**src/rtl/qspis_pkg.sv**
```systemverilog
// Shared types and constants for the QSPI slave Wishbone bridge stages.
package qspis_pkg;
    typedef enum logic [1:0] {IDLE = 2'd0, REQ = 2'd1, DONE = 2'd2} state_t;
    typedef enum logic {RESP_ACK = 1'b0, RESP_ERR = 1'b1} resp_t;

    localparam int ERR_BUS = 0;
    localparam int ERR_TMO = 1;

    localparam logic [31:0] TMO_RDATA_DEF = 32'hFFFF_FFFF;
endpackage

```
**src/rtl/qspis_wb_tmo_if.sv**
```systemverilog
// Classic Wishbone request/response bundle; dat_w flows master->slave, dat_r slave->master.
interface qspis_wb_tmo_if;
    logic        cyc;
    logic        stb;
    logic [31:0] adr;
    logic        we;
    logic [31:0] dat_w;
    logic [3:0]  sel;
    logic [31:0] dat_r;
    logic        ack;
    logic        err;

    modport master (output cyc, stb, adr, we, dat_w, sel, input  dat_r, ack, err);
    modport slave  (input  cyc, stb, adr, we, dat_w, sel, output dat_r, ack, err);
endinterface

```
**src/rtl/qspis_tmo_cnt.sv**
```systemverilog
// Saturating transaction-age counter; expire flags the last allowed cycle (TMO_CYC == 0 disables it).
module qspis_tmo_cnt #(
    parameter int               TMO_W   = 16,
    parameter logic [TMO_W-1:0] TMO_CYC = TMO_W'(1023)
) (
    input  logic clk,
    input  logic rst,
    input  logic clr,
    input  logic en,
    output logic expire
);
    localparam logic [TMO_W-1:0] ONE = TMO_W'(1);

    logic [TMO_W-1:0] cnt;

    always_ff @(posedge clk or posedge rst) begin
        if (rst)
            cnt <= '0;
        else if (clr)
            cnt <= '0;
        else if (en && (cnt != '1))
            cnt <= cnt + ONE;
    end

    assign expire = (TMO_CYC != '0) && (cnt == TMO_CYC - ONE);
endmodule

```
**src/rtl/qspis_wb_tmo.sv**
```systemverilog
// Registered Wishbone pass-through between the QSPI slave and the fabric, with a per-access
// timeout that turns a hung slave into an error response and sticky error capture.
module qspis_wb_tmo
    import qspis_pkg::*;
#(
    parameter int               TMO_W     = 16,
    parameter logic [TMO_W-1:0] TMO_CYC   = TMO_W'(1023),
    parameter logic [31:0]      TMO_RDATA = TMO_RDATA_DEF
) (
    input  logic                  sys_clk,
    input  logic                  rst,
    qspis_wb_tmo_if.slave         s,
    qspis_wb_tmo_if.master        m,
    input  logic                  err_clr_i,
    output logic [1:0]            err_sts_o,
    output logic [31:0]           err_adr_o
);
    state_t      state;
    resp_t       rsp;
    logic        accept;
    logic        in_req;
    logic        tmo_exp;
    logic        tmo;
    logic [1:0]  err_new;

    assign accept = (state == IDLE) && s.cyc && s.stb;
    assign in_req = (state == REQ) && s.cyc;
    // A fabric response in the expiring cycle still takes priority over the timeout.
    assign tmo    = in_req && tmo_exp && !m.ack && !m.err;

    always_comb begin
        rsp     = (m.err || tmo) ? RESP_ERR : RESP_ACK;
        err_new = '0;
        if (in_req) begin
            err_new[ERR_BUS] = m.err;
            err_new[ERR_TMO] = tmo;
        end
    end

    qspis_tmo_cnt #(.TMO_W(TMO_W), .TMO_CYC(TMO_CYC)) u_tmo_cnt (
        .clk    (sys_clk),
        .rst    (rst),
        .clr    (accept),
        .en     (state == REQ),
        .expire (tmo_exp)
    );

    always_ff @(posedge sys_clk or posedge rst) begin
        if (rst) begin
            state   <= IDLE;
            m.cyc   <= 1'b0;
            m.stb   <= 1'b0;
            m.adr   <= '0;
            m.we    <= 1'b0;
            m.dat_w <= '0;
            m.sel   <= '0;
            s.ack   <= 1'b0;
            s.err   <= 1'b0;
            s.dat_r <= '0;
        end else begin
            case (state)
                IDLE: begin
                    if (accept) begin
                        m.cyc   <= 1'b1;
                        m.stb   <= 1'b1;
                        m.adr   <= s.adr;
                        m.we    <= s.we;
                        m.dat_w <= s.dat_w;
                        m.sel   <= s.sel;
                        state   <= REQ;
                    end
                end
                REQ: begin
                    // Upstream abort: walk away silently, a late fabric ack lands in IDLE.
                    if (!s.cyc) begin
                        m.cyc <= 1'b0;
                        m.stb <= 1'b0;
                        state <= IDLE;
                    end else if (m.ack || m.err || tmo) begin
                        m.cyc   <= 1'b0;
                        m.stb   <= 1'b0;
                        s.ack   <= (rsp == RESP_ACK);
                        s.err   <= (rsp == RESP_ERR);
                        s.dat_r <= m.err ? 32'h0 : (tmo ? TMO_RDATA : m.dat_r);
                        state   <= DONE;
                    end
                end
                DONE: begin
                    s.ack <= 1'b0;
                    s.err <= 1'b0;
                    state <= IDLE;
                end
                default: state <= IDLE;
            endcase
        end
    end

    // Address latches only for the first error since the last clear; a clear in the
    // same cycle as a new error counts as "no prior error".
    always_ff @(posedge sys_clk or posedge rst) begin
        if (rst) begin
            err_sts_o <= '0;
            err_adr_o <= '0;
        end else if (|err_new) begin
            if ((err_sts_o == '0) || err_clr_i)
                err_adr_o <= m.adr;
            err_sts_o <= (err_clr_i ? 2'b00 : err_sts_o) | err_new;
        end else if (err_clr_i) begin
            err_sts_o <= '0;
        end
    end
endmodule

```
**src/flat_wrapper.sv**
```systemverilog
// flat-port wrapper written by rule: the top's interface ports become plain ports
module qspis_wb_tmo_flat import qspis_pkg::*;
#(
    parameter int               TMO_W     = 16,
    parameter logic [TMO_W-1:0] TMO_CYC   = TMO_W'(1023),
    parameter logic [31:0]      TMO_RDATA = TMO_RDATA_DEF
)
  (sys_clk, rst, err_clr_i, err_sts_o, err_adr_o, s_cyc, s_stb, s_adr, s_we, s_dat_w, s_sel, s_dat_r, s_ack, s_err, m_cyc, m_stb, m_adr, m_we, m_dat_w, m_sel, m_dat_r, m_ack, m_err);
  qspis_wb_tmo_if s_i ();
  qspis_wb_tmo_if m_i ();
  input  logic sys_clk;
  input  logic rst;
  input  logic err_clr_i;
  output logic [1:0] err_sts_o;
  output logic [31:0] err_adr_o;
  input wire logic [$bits(s_i.cyc)-1:0] s_cyc;
  input wire logic [$bits(s_i.stb)-1:0] s_stb;
  input wire logic [$bits(s_i.adr)-1:0] s_adr;
  input wire logic [$bits(s_i.we)-1:0] s_we;
  input wire logic [$bits(s_i.dat_w)-1:0] s_dat_w;
  input wire logic [$bits(s_i.sel)-1:0] s_sel;
  output wire logic [$bits(s_i.dat_r)-1:0] s_dat_r;
  output wire logic [$bits(s_i.ack)-1:0] s_ack;
  output wire logic [$bits(s_i.err)-1:0] s_err;
  output wire logic [$bits(m_i.cyc)-1:0] m_cyc;
  output wire logic [$bits(m_i.stb)-1:0] m_stb;
  output wire logic [$bits(m_i.adr)-1:0] m_adr;
  output wire logic [$bits(m_i.we)-1:0] m_we;
  output wire logic [$bits(m_i.dat_w)-1:0] m_dat_w;
  output wire logic [$bits(m_i.sel)-1:0] m_sel;
  input wire logic [$bits(m_i.dat_r)-1:0] m_dat_r;
  input wire logic [$bits(m_i.ack)-1:0] m_ack;
  input wire logic [$bits(m_i.err)-1:0] m_err;
  assign s_i.cyc = s_cyc;
  assign s_i.stb = s_stb;
  assign s_i.adr = s_adr;
  assign s_i.we = s_we;
  assign s_i.dat_w = s_dat_w;
  assign s_i.sel = s_sel;
  assign s_dat_r = s_i.dat_r;
  assign s_ack = s_i.ack;
  assign s_err = s_i.err;
  assign m_cyc = m_i.cyc;
  assign m_stb = m_i.stb;
  assign m_adr = m_i.adr;
  assign m_we = m_i.we;
  assign m_dat_w = m_i.dat_w;
  assign m_sel = m_i.sel;
  assign m_i.dat_r = m_dat_r;
  assign m_i.ack = m_ack;
  assign m_i.err = m_err;
  qspis_wb_tmo #(.TMO_W(TMO_W), .TMO_CYC(TMO_CYC), .TMO_RDATA(TMO_RDATA)) u_core (.sys_clk(sys_clk), .rst(rst), .s(s_i), .m(m_i), .err_clr_i(err_clr_i), .err_sts_o(err_sts_o), .err_adr_o(err_adr_o));
endmodule
```
**config.mk**
```make
export PLATFORM = sky130hd
export DESIGN_NAME = qspis_wb_tmo_flat
export DESIGN_NICKNAME = d
export VERILOG_FILES = /design/src/rtl/qspis_pkg.sv /design/src/rtl/qspis_wb_tmo_if.sv /design/src/rtl/qspis_tmo_cnt.sv /design/src/rtl/qspis_wb_tmo.sv /design/src/flat_wrapper.sv
export SDC_FILE = /design/constraint.sdc
export NUM_CORES = 1
export LEC_CHECK = 0
export CAP_MARGIN = 10
export CORE_MARGIN = 1.5
export CORE_UTILIZATION = 42
export CTS_CLUSTER_DIAMETER = 40
export DETAILED_ROUTE_END_ITERATION = 8
export PLACE_DENSITY = 0.75
export SYNTH_ARGS = -nofsm -noshare
export SYNTH_HDL_FRONTEND = slang
export SYNTH_SLANG_ARGS = --single-unit
```
**constraint.sdc**
```tcl
create_clock -name sys_clk -period 5.3 [get_ports sys_clk]
set_input_delay 0.795 -clock sys_clk [delete_from_list [all_inputs] [get_ports sys_clk]]
set_output_delay 0.795 -clock sys_clk [all_outputs]
set_load 0.05 [all_outputs]
```
======== After elaboration in Yosys (flattened, before gate mapping) ========
Cells that the tools add are included.
storage, ports and cells
  register bits after elaboration ......... 156
  latch bits .............................. 0
  memory bits (writable) .................. 0
  bits in read-only memories .............. 0
  bits of input ports ..................... 108
  output and inout port bits .............. 139
  memories kept ........................... 0
operators by class
  $add $sub $neg .......................... 1
  multiply operators ...................... 0
  divide/modulo/power cells ............... 0
  magnitude comparators ................... 0
  equal/unequal tests ..................... 8
  shift-type cells ........................ 0
  multiplexer cells ....................... 22
  bitwise operators ....................... 2
  reductions and logical operators ........ 25
operators by type and width
  cell                                             count
  2-to-1 mux 32 bit                                2
  2-to-1 mux 16 bit                                2
  adder 16 x 1 -> 16 bit, second input constant    1
  == test 16 x 10 -> 1 bit, second input constant  1
  != test 16 bit, second input constant            1
  2-to-1 mux 2 bit                                 6
  AND reduction 3 bit                              3
  2-to-1 mux 1 bit                                 8
  logical AND 1 bit                                7
  one-hot mux 1 bit (2 select lines)               3
  AND reduction 2 bit                              3
  nonzero test 2 bit                               3
  zero test 2 bit                                  2
  logical OR 1 bit                                 4
  != test 2 x 1 -> 1 bit, second input constant    2
  one-hot mux 2 bit (2 select lines)               1
  != test 3 x 2 -> 1 bit, second input constant    1
  == test 2 x 1 -> 1 bit, second input constant    1
  == test 2 bit, second input constant             1
  zero test 1 bit                                  2
  != test 2 bit, second input constant             1
  bitwise OR 2 bit                                 1
  OR reduction 2 bit                               1
  inverter 1 bit                                   1

======== Logic depth before layout (Yosys ltp) ========
Gate-level depths: netlist of the first run.
  word-level depth ........................ 11
  mapped depth ............................ 8
  mapped depth without buffers ............ 6

======== Cells and area by module ========
From an unflattened synthesis of the first run, not the netlist that was laid out.
second synthesis, totals
  cell total of the unflattened synthesis .. 499
  area, all modules ....................... 6632.6 um^2
by module, submodules not included
  module         times used  cells each  area each (um^2)  sequential area each (um^2)
  qspis_wb_tmo   1           393         5620.4            3503.4
  qspis_tmo_cnt  1           106         1012.2            400.4

======== Worst setup path before layout of the first run ========
No wires, ideal clock.
  path type ............................... input-to-reg
  start ................................... in m_err
  end ..................................... reg u_core.err_adr_o[14]
  library setup time ...................... 0.140 ns
  arrival ................................. 1.775 ns
  required time ........................... 5.160 ns
  setup slack ............................. 3.385 ns
  stages .................................. 5
  path buffers ............................ 1
  path through ............................ nand4b_1 -> clkbuf_1 -> and2_1 -> a222oi_1 -> o211ai_1
between the ends
  longest elaborated chain between the ends .. 5
ends and longest elaborated chain
  element                          line                 source
  from (decl)                      flat_wrapper.sv:33   input wire logic [$bits(m_i.err)-1:0] m_err;
  zero test 1 bit                  qspis_wb_tmo.sv:29   assign tmo = in_req && tmo_exp && !m.ack && !m.err;
  logical AND 1 bit                qspis_wb_tmo.sv:29
  2-to-1 mux 2 bit *               qspis_wb_tmo.sv:34   if (in_req) begin
  OR reduction 2 bit *             qspis_wb_tmo.sv:104  end else if (|err_new) begin
  AND reduction 2 bit (no line) *  -
  to (signal assigned)             qspis_wb_tmo.sv:106  err_adr_o <= m.adr;
  to (decl)                        qspis_wb_tmo.sv:16   output logic [31:0] err_adr_o
Mark *: on every way between the ends. The rest lies on a longest branch, timed or not.
A chain may end at the register's enable or synchronous reset.

======== Worst setup path after layout of the first run ========
  start ................................... in s_cyc
  end ..................................... reg u_core.s.ack
between the ends
  longest elaborated chain between the ends .. 10
  elaborated cells on any way between the ends .. 14
  classes of those cells .................. 2 x eq/ne; 4 x mux; 1 x bitwise; 7 x reduce/logical
ends and longest elaborated chain
  element                             line                   source
  from (decl)                         flat_wrapper.sv:16     input wire logic [$bits(s_i.cyc)-1:0] s_cyc;
  logical AND 1 bit                   qspis_wb_tmo.sv:27     assign in_req = (state == REQ) && s.cyc;
  logical AND 1 bit (3 in a row)      qspis_wb_tmo.sv:29
  logical OR 1 bit                    qspis_wb_tmo.sv:32     rsp = (m.err || tmo) ? RESP_ERR : RESP_ACK;
  2-to-1 mux 1 bit                    qspis_wb_tmo.sv:32
  inverter 1 bit                      qspis_wb_tmo.sv:82     s.ack <= (rsp == RESP_ACK);
  2-to-1 mux 1 bit                    qspis_wb_tmo.sv:79     end else if (m.ack || m.err || tmo) begin
  2-to-1 mux 1 bit                    qspis_wb_tmo.sv:75     if (!s.cyc) begin
  one-hot mux 1 bit (2 select lines)  qspis_wb_tmo.sv:61     case (state)
  to (signal assigned)                qspis_wb_tmo.sv:82
  to (decl)                           qspis_wb_tmo_if.sv:14  modport slave (input cyc, stb, adr, we, dat_w, sel, output dat_r, ack, err);
Parallel ways exist; a longest one is shown, timed or not. The select of a mux whose other input is x is not followed.

==> results of run 1 <==
## sequential cells by signal, indices dropped and copies added, names as in the netlist
name	cells
u_core.s.ack	1
u_core.state	2
u_core.m.we	1
u_core.s.err	1
u_core.err_sts_o	2
u_core.m.dat_w	32
u_core.u_tmo_cnt.cnt	16
u_core.m.cyc	1
u_core.m.sel	4
u_core.err_adr_o	32
u_core.m.adr	32
u_core.s.dat_r	32
## critical path, cell delays in order
cell	delay (ns)
clkdlybuf4s50_1	0.54
nor2b_1	0.36
nand4_1	0.13
buf_4	0.34
or2_2	0.72
and3_1	0.33
## through the flow
step	util (%)	cells	setup slack (ns)	instance area [um2]	total power, mW
finish	60.3	1313	2.34	10800	3.76
global route	60.3	1313	2.19	10800	3.93
detailed placement	57.0	1282	1.92	10200	2.53
floorplan	-	865	0.298	7680	2.11
CTS	60.3	1313	2.37	10800	3.80
global placement	57.0	1282	1.93	10200	2.52
## routing by layer
layer | track usage, % | vias up | part of all wire, %
li1 | - | 3437 | -
met1 | 31.8 | 3414 | 44
met3 | 7.93 | 19 | 9.0
met2 | 35.2 | 310 | 46
met4 | 6.32 | 0 | 1.1
met5 | 0 | - | 0
## where the power goes
group	internal, mW	switching [mW]
sequential	1.32	0.119
combinational	0.371	0.697
clock	0.742	0.511
total	2.43	1.33
## worst paths after layout
path | start | endpoint | slack (ns) | depth (start not counted)
worst max-delay path | s_cyc | u_core.s.ack | 2.34 | 6
worst min-delay path | u_core.m.dat_w[30] | u_core.m.dat_w[30] | 0.47 | 2
worst max register to register | u_core.u_tmo_cnt.cnt[3] | u_core.s.ack | 2.46 | 5
worst min register to register | u_core.m.dat_w[30] | u_core.m.dat_w[30] | 0.47 | 2
max in group asynchronous | rst | u_core.err_adr_o[16] | 3.37 | 3
min in group asynchronous | rst | u_core.m.dat_w[19] | 0.91 | 2
## cells in the mapped netlist (2+ instances only)
library cell,count
o211ai_1,36
or3_1,5
buf_6,3
a21oi_2,27
a21oi_1,15
nor4_1,2
nand4_1,38
dfrtp_1,156
ha_1,2
mux2i_1,2
nor3_1,4
nor2b_1,35
or4_1,2
buf_4,2
o31ai_1,3
and2_1,32
buf_1,4
nand2_1,249
and4b_1,2
buf_2,9
nand3_1,7
clkbuf_1,52
o21ai_0,77
inv_1,8
and3_1,3
a222oi_1,32
nor2_1,38
## area by class of cell
type	count	area, um2	share of cell area, %
Sequential cell	156	3900	36.0
Tap cell	229	287	2.65
Inverter	8	35.0	0.324
Timing Repair Buffer	258	2550	23.5
Clock buffer	18	429	3.96
Multi-Input combinational cell	631	3460	31.9
Clock inverter	13	168	1.55
## cells by family after synthesis
group	count (synthesis)
mux	2
flops	156
fa+ha+maj	2
compound gates	198
buf+inv	78
xor+xnor	1
simple gates	428
## placed cells by master, fill, tap and decap left out, drive strengths merged, types with 3 or more instances in the layout
cell type and n:
nor4 3, nand3 7, dfrtp 156, nand2 250, nor3 4, o21ai 77
clkbuf 18, and2 32, nor2b 35, clkdlybuf4s50 245, nand4 39, a21oi 42
a222oi 32, and3 3, or3 5, inv 10, o31ai 3, clkinv 6
bufinv 3, o211ai 36, buf 13, nor2 38
==> flow_metrics.tcl, run 1 <==
set metrics [dict create \
    status "finished clean" \
    finalWeightedCongestion 0.762 \
    synth_simple_gate_area_share_pct 26.1 \
    core_region_area_mm2 0.0180 \
    fill_cells 1560 \
    grt_max_degree 94 \
    cts-root-buf "clkbuf_16" \
    die-area_mm2 0.0191 \
    worstPathRequired_ns 5.62 \
    yosys-top-cells-area "dfrtp_1, nand2_1, o21ai_0" \
    cts_buffer_depth 2 \
    path_max_fanout 67 \
    tritoncts "yes" \
    cp.arrival_ns 3.28 \
    grt_pass1_wl_um 36300 \
    htreeDepth 4 \
    synth_edf_count 0 \
    hold_path_class "flip-flop to flip-flop" \
    async_flop_share_pct 100 \
    worst_slew_pin_slew_ns 1.01 \
    nets 1182 \
    cellLeakagePower_nw 4.58 \
    slew_violations 0 \
    antenna_cells 0 \
    first_global_vias 6907 \
    drcViolationCount 0 \
    io_buffers 246 \
    synth_top_family_by_area "simple AND/OR/NAND/NOR gates" \
    vias_per_cell 5.47 \
    slew_headroom_pct 32.5 \
    synth_xor_area_share_pct 0.114 \
    fin_setup_tns_ns 0 \
    muxShareOfSynthArea_pct 0.261 \
    synth_nets 975 \
    synth-seq-area-share_pct 50.8 \
    initial_core_util_pct 42.7 \
    dp_hpwl_um 14000 \
    routed_wl_um 22000 \
    area_delta_synth_final_pct 41.1 \
    endpoint_kind "flip-flop" \
    via_count 7180 \
    dr.pass1.iters 7 \
    ctsResizeCount 0 \
    path_clk_slew_ns 0.06 \
    hold_viol 0 \
    yosysTopAreaCell "dfrtp_1" \
    grt_use_total_pct 23.2 \
    crit_type "primary input to flip-flop" \
    fin_skew_ns 0.00650 \
    critPathLaunchType "primary input" \
    die_y_um 138 \
    synth_compound_area_share_pct 18.0 \
    yosysWarnings 0 \
    cts_buffers 17 \
    drtAntennaViolNets 0 \
    power_density_mw_per_mm2 347 \
    antenna_found_initial 0 \
    pin_count 247 \
    grt_overflow 0 \
    clock_latency_ns 0.43 \
    ir_worst_vdd_uv 244 \
    cts.sinks 156 \
    drv_cap 0 \
    drtIter0Drc 593 \
    max_freq_ghz 0.337 \
    hold_slack_ns 0.471 \
    period_needed_ns 2.96 \
    avgSynthCellArea_um2 8.88 \
    synth_cell_types 47 \
    wl_per_cell_um 16.8 \
    ys_ff_latch 156 \
    syn_area_mm2 0.00768 \
    yosysTopAreaCellShare_pct 50.8 \
    drive_above_1_share_pct 7.47 \
    die_x_um 138 \
    synth_fa_ha_area_share_pct 0.326 \
    fin_crit_sh_pct 55.9 \
    synth_ff_type "dfrtp_1" \
    ctsHoldBuffers 0 \
    setup_violations 0 \
    postSynthCellCount 865 \
    rsz0062_at_grt "no" \
    postCtsSetupRepairBufs 0 \
    rows 49 \
]
(Power assumes the default switching activity.)
==> run 2: changes to the inputs <==
--- a/config.mk
+++ b/config.mk
@@ -7,10 +7,10 @@
 export LEC_CHECK = 0
 export CAP_MARGIN = 10
 export CORE_MARGIN = 1.5
-export CORE_UTILIZATION = 42
+export CORE_UTILIZATION = 47
 export CTS_CLUSTER_DIAMETER = 40
 export DETAILED_ROUTE_END_ITERATION = 8
-export PLACE_DENSITY = 0.75
+export PLACE_DENSITY = 0.79
 export SYNTH_ARGS = -nofsm -noshare
 export SYNTH_HDL_FRONTEND = slang
 export SYNTH_SLANG_ARGS = --single-unit
==> constraint.sdc (replaced) <==
create_clock -name sys_clk -period 2.8 [get_ports sys_clk]
set_input_delay 0.42 -clock sys_clk [delete_from_list [all_inputs] [get_ports sys_clk]]
set_output_delay 0.42 -clock sys_clk [all_outputs]
set_load 0.05 [all_outputs]
==> flow_metrics.tcl, run 2 (same netlist as run 1, synthesis figures left out) <==
set metrics [dict create \
    crit_type "flip-flop to flip-flop" \
    pin_count 247 \
    drv_cap 0 \
    place_ws_ns 0.247 \
    grt_pass1_wl_um 34900 \
    dr.pass1.iters 6 \
    tritoncts "yes" \
    drcViolationCount 0 \
    hold_viol 0 \
    critPathLaunchType "flip-flop" \
    drive_above_1_share_pct 8.23 \
    htreeDepth 4 \
    slew_violations 0 \
    postCtsSetupRepairBufs 0 \
    die-area_mm2 0.0171 \
    grt_overflow 0 \
    fin_crit_sh_pct 79.7 \
    finalWeightedCongestion 0.837 \
    setup_violations 0 \
    area_delta_synth_final_pct 42.4 \
    worstPathRequired_ns 3.13 \
    initial_core_util_pct 48.2 \
    seqCellArea_mm2 0.00390 \
    grt_use_total_pct 25.9 \
    cts_buffers 17 \
    rows 46 \
    final_common_cell "nand2_1" \
    endpoint_kind "flip-flop" \
    grt_max_degree 78 \
    cts.sinks 156 \
    period_needed_ns 2.23 \
    drtIter0Drc 730 \
    nets 1190 \
    cp_slowest_cell "nor2_2" \
    hold_path_class "primary input to asynchronous set/reset pin" \
    die_x_um 131 \
    crit_chain "nand4b_1 > nor2_2 > buf_4 > a222oi_1 > o211ai_1" \
    rsz0062_at_grt "no" \
    fin_skew_ns 0.00588 \
    ir_worst_vdd_uv 498 \
    fin_setup_tns_ns 0 \
    setup_slack_ns 0.569 \
    cts_buffer_depth 2 \
    die_y_um 131 \
    ctsResizeCount 0 \
    routed_wl_um 22000 \
    critPathMaxStageDelay_ns 0.81 \
    path_clk_slew_ns 0.06 \
    stdcell_area_mm2 0.0109 \
    worst_slew_pin_slew_ns 1.05 \
    dp_hpwl_um 14300 \
    drtAntennaViolNets 0 \
    cts-root-buf "clkbuf_16" \
    hold_slack_ns 0.414 \
    multi_input_area_mm2 0.00345 \
    ctsHoldBuffers 0 \
    antenna_found_initial 1 \
    vias_per_cell 5.48 \
    slew_headroom_pct 29.6 \
    place_area_mm2 0.0103 \
    cp.arrival_ns 2.56 \
    path_max_fanout 24 \
    max_freq_ghz 0.448 \
    power.total_mw 7.09 \
    core_region_area_mm2 0.0159 \
    via_count 7182 \
    clock_latency_ns 0.42 \
    power_density_mw_per_mm2 649 \
    status "finished clean" \
    cellLeakagePower_nw 4.64 \
    final_cell_mix "nand2_1, clkdlybuf4s50_1, dfrtp_1" \
    first_global_vias 6676 \
    wl_per_cell_um 16.8 \
    fill_cells 1264 \
    io_buffers 246 \
]
run 2: cell types whose count changed in the layout (fill, tap and decap cells not counted):
cell and change:
clkbuf_8 +4, nand3_4 -1, clkinv_2 +1, buf_4 +3, diode_2 +1, clkinv_4 -3
inv_6 -3, clkinvlp_4 +3, bufinv_16 -1, buf_12 +5, nand3_2 +1
run 2: layer usage:
layer	track usage (%)	wire, um
met1	34.0	9270
met2	41.1	10300
met3	8.75	2100
met4	7.43	289
met5	0	0
run 2: final cells by class:
type                    instances  area share, %
repair buffers                266           24.4
diodes                          1         0.0229
clock inverters                10           1.04
flip-flops and latches        156           35.7
clock buffers                  22           4.43
multi-input cells             631           31.6
well taps                     216           2.47
inverters                       8          0.309
run 2: power breakdown:
| part | internal (mW) | leakage [nW] | switching [mW] | total [mW] |
|---|---|---|---|---|
| Combinational | 0.714 | 2.47 | 1.32 | 2.03 |
| Sequential | 2.50 | 1.88 | 0.230 | 2.73 |
| Clock | 1.40 | 0.284 | 0.923 | 2.33 |
run 2: final timing paths:
check / end / slack, ns / start / depth (start not counted)
min in group sys_clk: u_core.m.dat_w[11] / 0.47 / u_core.m.dat_w[11] / 2
min: u_core.s.dat_r[31] / 0.41 / rst / 2
max: u_core.err_adr_o[2] / 0.57 / u_core.state[1] / 5
max in group asynchronous: u_core.s.dat_r[5] / 1.71 / rst / 3
min reg2reg: u_core.m.dat_w[11] / 0.47 / u_core.m.dat_w[11] / 2
max reg2reg: u_core.err_adr_o[2] / 0.57 / u_core.state[1] / 5
run 2: worst max-delay path: cells and delay by family (launching register included):
kind	cells	cell delay (ns)
buffers and inverters	1	0.31
AND/OR/NAND/NOR	2	1.10
flip-flops	1	0.49
AO/OA/AOI/OAI	2	0.22
run 2: per-stage QoR:
stage / std cells / utilization, %
2_1_floorplan: 865 / -
3_3_place_gp: 1277 / 64.8
3_5_place_dp: 1277 / 64.8
4_1_cts: 1309 / 68.5
5_1_grt: 1310 / 68.6
6_report: 1310 / 68.6
